--- src/rtl/dsc_chunk_reader.sv ---
// dsc_chunk_reader
// Packs a compressed DSC byte stream (encoder cmpr_buf order) into 32-bit little-endian
// chunk words. Every slice line is one chunk of (width*bpp+7)>>3 bytes, and each chunk
// starts at lane 0 of a new word.
//
// Optional feature: define DSC_BYTE_CNT_EN to add the byte_cnt output, which counts the
// accepted input bytes.
//
// Ports
//   clk, rst             clock (rising edge) and asynchronous active-high reset
//   start                one-cycle pulse in IDLE that latches cfg_* and starts one slice
//   cfg_slice_width      pixels per line
//   cfg_slice_height     lines per slice
//   cfg_bpp              integer compressed bits per pixel
//   busy                 high in every state except IDLE
//   err                  one-cycle pulse when the latched configuration has a zero field
//   s_valid/s_ready      compressed byte stream handshake, with s_data carrying the byte
//   m_valid/m_ready      packed word handshake
//   m_data, m_be         word data and contiguous low byte enables
//   m_sol, m_eol, m_eos  first word of chunk, last word of chunk, last word of slice
//   byte_cnt             (DSC_BYTE_CNT_EN only) accepted byte count, wraps at 2^32
module dsc_chunk_reader #(
    parameter int unsigned CNT_W = 16
) (
    input  logic             clk,
    input  logic             rst,
    input  logic             start,
    input  logic [CNT_W-1:0] cfg_slice_width,
    input  logic [CNT_W-1:0] cfg_slice_height,
    input  logic [5:0]       cfg_bpp,
    output logic             busy,
    output logic             err,
    input  logic             s_valid,
    output logic             s_ready,
    input  logic [7:0]       s_data,
    output logic             m_valid,
    input  logic             m_ready,
    output logic [31:0]      m_data,
    output logic [3:0]       m_be,
    output logic             m_sol,
    output logic             m_eol,
    output logic             m_eos
`ifdef DSC_BYTE_CNT_EN
    ,
    output logic [31:0]      byte_cnt
`endif
);

    typedef enum logic [1:0] {StIdle, StCalc, StRun, StDone} state_t;

    localparam logic [CNT_W+6:0] RoundUp  = 7;
    localparam logic [CNT_W+3:0] ChunkOne = 1;
    localparam logic [CNT_W-1:0] LineOne  = 1;

    state_t           r_state;
    logic [CNT_W-1:0] r_width;
    logic [CNT_W-1:0] r_height;
    logic [5:0]       r_bpp;
    logic [CNT_W+3:0] r_chunk_bytes;
    logic [CNT_W+3:0] r_chunk_cnt;
    logic [CNT_W-1:0] r_line;
    logic [1:0]       r_lane;
    logic [31:0]      r_acc;
    logic             r_first;
    logic             r_err;
    logic             r_m_valid;
    logic [31:0]      r_m_data;
    logic [3:0]       r_m_be;
    logic             r_m_sol;
    logic             r_m_eol;
    logic             r_m_eos;

    logic [CNT_W+5:0] w_prod;
    logic [CNT_W+6:0] w_sum;
    logic [CNT_W+3:0] w_chunk_bytes;
    logic             w_cfg_zero;
    logic             w_all_in;
    logic             w_accept;
    logic             w_last_byte;
    logic             w_last_line;
    logic [31:0]      w_word;
    logic [3:0]       w_be;

    // Full-precision chunk size: CNT_W+6 bit product, rounded up to whole bytes.
    assign w_prod        = {6'b0, r_width} * {{CNT_W{1'b0}}, r_bpp};
    assign w_sum         = {1'b0, w_prod} + RoundUp;
    assign w_chunk_bytes = w_sum[CNT_W+6:3];
    assign w_cfg_zero    = (r_width == '0) || (r_height == '0) || (r_bpp == '0);

    // Once the last chunk's final byte is in, no further bytes are taken for this slice.
    assign w_all_in    = (r_line == r_height);
    assign s_ready     = (r_state == StRun) && !w_all_in && (!r_m_valid || m_ready);
    assign w_accept    = s_valid && s_ready;
    assign w_last_byte = (r_chunk_cnt == r_chunk_bytes - ChunkOne);
    assign w_last_line = (r_line == r_height - LineOne);

    // Insert the incoming byte into the current lane; lanes above it stay zero.
    always_comb begin
        w_word = r_acc;
        w_be   = 4'h1;
        case (r_lane)
            2'd0: begin w_word[7:0]   = s_data; w_be = 4'h1; end
            2'd1: begin w_word[15:8]  = s_data; w_be = 4'h3; end
            2'd2: begin w_word[23:16] = s_data; w_be = 4'h7; end
            default: begin w_word[31:24] = s_data; w_be = 4'hF; end
        endcase
    end

    always_ff @(posedge clk or posedge rst) begin
        if (rst) begin
            r_state       <= StIdle;
            r_width       <= '0;
            r_height      <= '0;
            r_bpp         <= '0;
            r_chunk_bytes <= '0;
            r_chunk_cnt   <= '0;
            r_line        <= '0;
            r_lane        <= '0;
            r_acc         <= '0;
            r_first       <= 1'b0;
            r_err         <= 1'b0;
            r_m_valid     <= 1'b0;
            r_m_data      <= '0;
            r_m_be        <= '0;
            r_m_sol       <= 1'b0;
            r_m_eol       <= 1'b0;
            r_m_eos       <= 1'b0;
        end else begin
            r_err <= 1'b0;
            if (r_m_valid && m_ready) begin
                r_m_valid <= 1'b0;
            end
            case (r_state)
                StIdle: begin
                    if (start) begin
                        r_width  <= cfg_slice_width;
                        r_height <= cfg_slice_height;
                        r_bpp    <= cfg_bpp;
                        r_state  <= StCalc;
                    end
                end
                StCalc: begin
                    r_chunk_bytes <= w_chunk_bytes;
                    r_chunk_cnt   <= '0;
                    r_line        <= '0;
                    r_lane        <= '0;
                    r_acc         <= '0;
                    r_first       <= 1'b1;
                    if (w_cfg_zero) begin
                        r_err   <= 1'b1;
                        r_state <= StIdle;
                    end else begin
                        r_state <= StRun;
                    end
                end
                StRun: begin
                    if (w_accept) begin
                        if ((r_lane == 2'd3) || w_last_byte) begin
                            r_m_valid <= 1'b1;
                            r_m_data  <= w_word;
                            r_m_be    <= w_be;
                            r_m_sol   <= r_first;
                            r_m_eol   <= w_last_byte;
                            r_m_eos   <= w_last_byte && w_last_line;
                            r_acc     <= '0;
                            r_lane    <= '0;
                            r_first   <= w_last_byte;
                        end else begin
                            r_acc  <= w_word;
                            r_lane <= r_lane + 2'd1;
                        end
                        if (w_last_byte) begin
                            r_chunk_cnt <= '0;
                            r_line      <= r_line + LineOne;
                        end else begin
                            r_chunk_cnt <= r_chunk_cnt + ChunkOne;
                        end
                    end
                    if (r_m_valid && m_ready && r_m_eos) begin
                        r_state <= StDone;
                    end
                end
                default: begin
                    r_state <= StIdle;
                end
            endcase
        end
    end

`ifdef DSC_BYTE_CNT_EN
    logic [31:0] r_byte_cnt;

    always_ff @(posedge clk or posedge rst) begin
        if (rst) begin
            r_byte_cnt <= '0;
        end else if (start && (r_state == StIdle)) begin
            r_byte_cnt <= '0;
        end else if (w_accept) begin
            r_byte_cnt <= r_byte_cnt + 32'd1;
        end
    end

    assign byte_cnt = r_byte_cnt;
`endif

    assign busy    = (r_state != StIdle);
    assign err     = r_err;
    assign m_valid = r_m_valid;
    assign m_data  = r_m_data;
    assign m_be    = r_m_be;
    assign m_sol   = r_m_sol;
    assign m_eol   = r_m_eol;
    assign m_eos   = r_m_eos;

endmodule
--- config.mk ---
export PLATFORM = sky130hd
export DESIGN_NAME = dsc_chunk_reader
export DESIGN_NICKNAME = d
export VERILOG_FILES = /design/src/rtl/dsc_chunk_reader.sv
export SDC_FILE = /design/constraint.sdc
export NUM_CORES = 1
export LEC_CHECK = 0
export ABC_AREA = 1
export BUFFER_PORTS_ARGS = -buffer_cell sky130_fd_sc_hd__buf_2
export CORE_ASPECT_RATIO = 0.75
export CORE_MARGIN = 4
export CORE_UTILIZATION = 49
export CTS_BUF_LIST = sky130_fd_sc_hd__clkbuf_4 sky130_fd_sc_hd__clkbuf_8
export DETAILED_ROUTE_END_ITERATION = 8
export PLACE_DENSITY = 0.8
export SYNTH_ARGS = -nofsm -noshare
export SYNTH_HDL_FRONTEND = slang
export SYNTH_SLANG_ARGS = --single-unit
--- constraint.sdc ---
create_clock -name clk -period 4.9 [get_ports clk]
set_input_delay 0.49 -clock clk [delete_from_list [all_inputs] [get_ports clk]]
set_output_delay 0.49 -clock clk [all_outputs]
set_load 0.005 [all_outputs]
==> impl_metrics.toml, run 1 <==
[placement]
post-place-cells = 2110
io_buffers = 93
place.detailed.hpwl_um = 24600
place_congestion = 0.947

[sta]
fmax_mhz = 219
fin_hold_ws_ps = 198
fin_crit_sh = 0.934
timing_hold_violations_final = 0
period_needed_ps = 4580
slew_viol_final = 0
setup_viol_count_final = 0
finalSetupTns_ps = 0
relSlewSlack = 0.298
rsz0062_at_grt = "false"
clock-skew-final_ps = 24.5
worstMarginPinSlew_ps = 1050

[critical_path]
critPathArrivalTime_ps = 4930
crit_path_start = "r_bpp[5]"
crit_type = "reg2reg"
r2r_cells = 16
reg2reg_from = "r_bpp[5]"
start_kind = "flip-flop"
critPathRequiredTime_ps = 5250
critPathMaxFanout = 18
end_kind = "flip-flop"

[finish]
multi_input_area_um2 = 7620
drive_above_1_share = 0.117
nNetsFinal = 1955
fin_cells = 2141
syn_to_final_growth_pct = 7.38
fillers = 2380
regArea_um2 = 4300
antenna_cells = 0

[floorplanning]
rows = 51
core_um2 = 26200
pin_count = 94
start_util = 0.504
die_area_um2 = 29700
die_y_um = 150
dieWidth_um = 198

[yosys]
ys_seq_area_frac = 0.326
ys_ff_latch = 172
synth_commonest_cells = "nand2_1 (478), inv_1 (228), dfrtp_1 (172), nor2_1 (154), nand3_1 (123)"
yosys-top-cells-area = "dfrtp_1 (33%), nand2_1 (14%), fa_1 (8.5%), inv_1 (6.5%), ha_1 (6.0%)"
synth_area_um2 = 13200
syn_nets = 1920
synth_edf_count = 0
ys_types = 47
netlist.area_leader.share = 0.326
synthCells = 1750
synth_most_common_cell = "nand2_1"
synth_top_flop_cell = "dfrtp_1"
ys_warn_count = 0
async_flop_share = 1.00
yosysTopAreaCell = "dfrtp_1"
postSynthAreaPerCell_um2 = 7.55

[clock_tree]
cts_htree_levels = 4
cts-hold-fix-buffers = 0
clk_path_buf_depth = 2
cts_tree = "built"
post_cts_buffers = 0
clock-sinks = 172
clk_latency_ps = 480
numCtsBuffers = 17
cts_root_buffer = "clkbuf_8"
clkSlewWorstSetupHoldPaths_ps = 100
post_cts_resize_count = 0

[run_status]
outcome = "complete, no violations"

[run]
maxCapViolations = 0

[grt]
grt_max_degree = 173
grt_pass1_wl_um = 54400
grt_util_all_layers = 0.225
grt_antenna_before_repair = 0
grt_overflow = 0
grt_pass1_vias = 10900

[detailed_routing]
vias = 11400
drt_first_pass_iters = 5
antenna_left = 0
drc_errors = 0
routedWlPerCell_um = 15.3
wirelength_um = 32700
initialDrtViolationCount = 1223
viasPerCell = 5.32

[hold_path]
hold_class = "in2async"
==> layout by cell type (no fill, tap or decap), types with 18 or more instances in the layout <==
cell,count
nor3_1,18
xnor2_1,22
dfrtp_1,172
xor2_1,58
fa_1,56
a21oi_1,64
o21ai_1,19
ha_1,63
nand3_1,123
nand2_1,477
o21ai_0,69
nand4_1,23
nor2_1,154
buf_2,93
mux2_2,31
inv_1,227
==> per-layer routing <==
metal	vias up	track usage	wire length, um
li1	5552	-	-
met1	5385	0.340	15600
met2	429	0.330	14100
met3	33	0.0526	2560
met4	0	0.0475	423
met5	-	0	0
==> area by class of cell <==
type                            instances  share of cell area
Multi-Input combinational cell       1259               0.537
Timing Repair Buffer                   98              0.0363
Inverter                              237              0.0631
Clock buffer                           17              0.0165
Clock inverter                         14              0.0129
Tap cell                              344              0.0303
Sequential cell                       172               0.303
==> worst paths after layout <==
path / end / slack (ps)
max: r_chunk_bytes[13] / 320
min: m_data[28] / 200
max reg2reg: r_chunk_bytes[13] / 320
min reg2reg: m_be[0] / 470
max in group asynchronous: r_height[1] / 3890
min in group clk: m_valid / 200
==> metrics by stage <==
step                      cell area (um^2)  setup WS (ps)   util
final                                14200            325  0.541
after global routing                 14200           12.3  0.541
after CTS                            14200            330  0.541
after global placement               13800            448  0.525
after floorplan                      13200            590      -
after detailed placement             13800            360  0.525
==> worst max-delay path, stage by stage, from the launching register on <==
cell,delay [ps]
dfrtp_1,740
nand2_1,160
fa_1,530
fa_1,550
inv_1,60
fa_1,470
ha_1,310
ha_1,340
inv_1,100
o21ai_0,130
a21boi_0,290
nand2_1,180
nand3_1,100
nand2_1,70
or2_2,270
nand3_1,60
o21ai_0,80
==> registers in the layout, summed over array words and instances (netlist names) <==
register       cells
r_width           16
r_acc             32
m_sol              1
r_chunk_cnt       20
m_be               4
err                1
m_eos              1
r_first            1
r_chunk_bytes     20
m_eol              1
r_state            2
r_bpp              6
r_lane             2
m_data            32
r_line            16
r_height          16
m_valid            1
==> logic make-up after synthesis <==
| group | synth area share |
|---|---|
| fa+ha+maj | 0.145 |
| xor+xnor | 0.0530 |
| flops | 0.326 |
| compound gates | 0.0687 |
| simple gates | 0.284 |
| buf+inv | 0.0973 |
| mux | 0.0264 |
Power of run 1 is left out: the tool's default activity adds up to more than one toggle a clock period on the data nets, which glitch-free logic cannot reach.
==> run 2, diff against run 1 <==
BUFFER_PORTS_ARGS = default   (was -buffer_cell sky130_fd_sc_hd__buf_2)
DONT_BUFFER_PORTS = 1   (was default)
PLACE_DENSITY = 0.76   (was 0.8)
==> run 2 against run 1 <==
Net effect: critical path depth unchanged; setup slack improved by 56 ps; cell count decreased by 4.2%; die area unchanged; via count decreased by 3.4%; sequential share of layout area increased by 0.92 points; design area decreased by 2.9%; clock skew decreased by 2.6 ps.
==> impl_metrics.toml, run 2 (synthesis results as in run 1) <==
[clock_tree]
post_cts_resize_count = 0
clkSlewWorstSetupHoldPaths_ps = 110
clk_latency_ps = 490
cts_root_buffer = "clkbuf_8"
clk_path_buf_depth = 2
cts_htree_levels = 4
cts_tree = "built"
clock-sinks = 172
post_cts_buffers = 0
numCtsBuffers = 17
cts-hold-fix-buffers = 0

[critical_path]
r2r_cells = 16
end_kind = "flip-flop"
critPathMaxFanout = 18
reg2reg_from = "r_bpp[4]"
critPathArrivalTime_ps = 4880
start_kind = "flip-flop"
rrSetupSlack_ps = 380
reg2reg_to = "r_chunk_bytes[13]"
critPathRequiredTime_ps = 5260
crit_type = "reg2reg"

[grt]
grt_pass1_wl_um = 53800
grt_util_all_layers = 0.223
grt_max_degree = 173
grt_overflow = 0
grt_antenna_before_repair = 1
use_met2 = 0.325
met3_usage = 0.0477
met1_usage = 0.338
grt_busiest_layer = "met1"
grt_pass1_vias = 10600

[detailed_routing]
antenna_left = 0
drt_first_pass_iters = 5
wirelength_um = 32000
vias = 11000
initialDrtViolationCount = 1178
drc_errors = 0
routedWlPerCell_um = 15.6
viasPerCell = 5.37

[finish]
layout_common_cells = "nand2_1 (477), inv_1 (227), dfrtp_1 (172), nor2_1 (154), nand3_1 (123)"
final_common_cell = "nand2_1"
drive_above_1_share = 0.0698
nNetsFinal = 1863
syn_to_final_growth_pct = 4.23
fillers = 2443

[placement]
place_congestion = 0.918
io_buffers = 0
place.detailed.hpwl_um = 23900

[sta]
setup_viol_count_final = 0
clock-skew-final_ps = 21.9
fin_crit_sh = 0.922
timing_hold_violations_final = 0
fmax_mhz = 221
fin_hold_ws_ps = 53.8
rsz0062_at_grt = "false"
relSlewSlack = 0.299
period_needed_ps = 4520
worstMarginPinSlew_ps = 1050
finalSetupTns_ps = 0
slew_viol_final = 0

[floorplanning]
pin_count = 94
dieWidth_um = 198
rows = 51
die_area_um2 = 29700
core_um2 = 26200
die_y_um = 150
start_util = 0.504

[run_status]
outcome = "complete, no violations"

[hold_path]
hold_class = "in2async"

[run]
maxCapViolations = 0
## run 2: routing by layer
| layer | vias up | wire [um] | share of wire |
|---|---|---|---|
| li1 | 5373 | - | - |
| met1 | 5250 | 15600 | 0.49 |
| met2 | 353 | 13600 | 0.43 |
| met3 | 39 | 2170 | 0.068 |
| met4 | 0 | 586 | 0.018 |
| met5 | - | 0 | 0 |
## run 2: worst max-delay path by stage
| stage | slack (ps) | cells after the start | end | start |
|---|---|---|---|---|
| floorplan | 590 | 18 | r_chunk_bytes[13] | r_bpp[5] |
| global placement | 490 | 16 | r_chunk_bytes[13] | r_bpp[4] |
| detailed placement | 460 | 16 | r_chunk_bytes[13] | r_bpp[4] |
| CTS | 410 | 16 | r_chunk_bytes[13] | r_bpp[4] |
| global route | 80 | 17 | r_chunk_bytes[15] | r_bpp[3] |
| finish | 380 | 16 | r_chunk_bytes[13] | r_bpp[4] |
## run 2: area by class of cell
cell class / instances / area, um^2 / area share
flip-flops and latches: 172 / 4300 / 0.313
well taps: 344 / 430 / 0.0313
clock inverters: 15 / 223 / 0.0162
repair buffers: 6 / 57.6 / 0.00418
inverters: 237 / 895 / 0.0650
clock buffers: 17 / 234 / 0.0170
diodes: 1 / 2.50 / 0.000182
multi-input cells: 1259 / 7620 / 0.554
## run 2: worst max-delay path, cell delays in order, from the launching register on
cell,delay (ps)
dfrtp_1,760
nand2_1,160
fa_1,520
fa_1,540
inv_1,50
fa_1,470
ha_1,310
ha_1,340
inv_1,100
o21ai_0,120
a21boi_0,270
nand2_1,180
nand3_1,110
nand2_1,80
or2_2,270
nand3_1,60
o21ai_0,70
## run 2: metrics by stage
stage	cells	setup WS (ps)	instance area, um^2	util
CTS	2050	415	13800	0.525
detailed placement	2018	458	13300	0.507
finish	2051	381	13800	0.525
global placement	2018	489	13300	0.507
global route	2051	80.7	13800	0.525
floorplan	1750	590	13200	-
Power of run 2 is left out for the same reason.
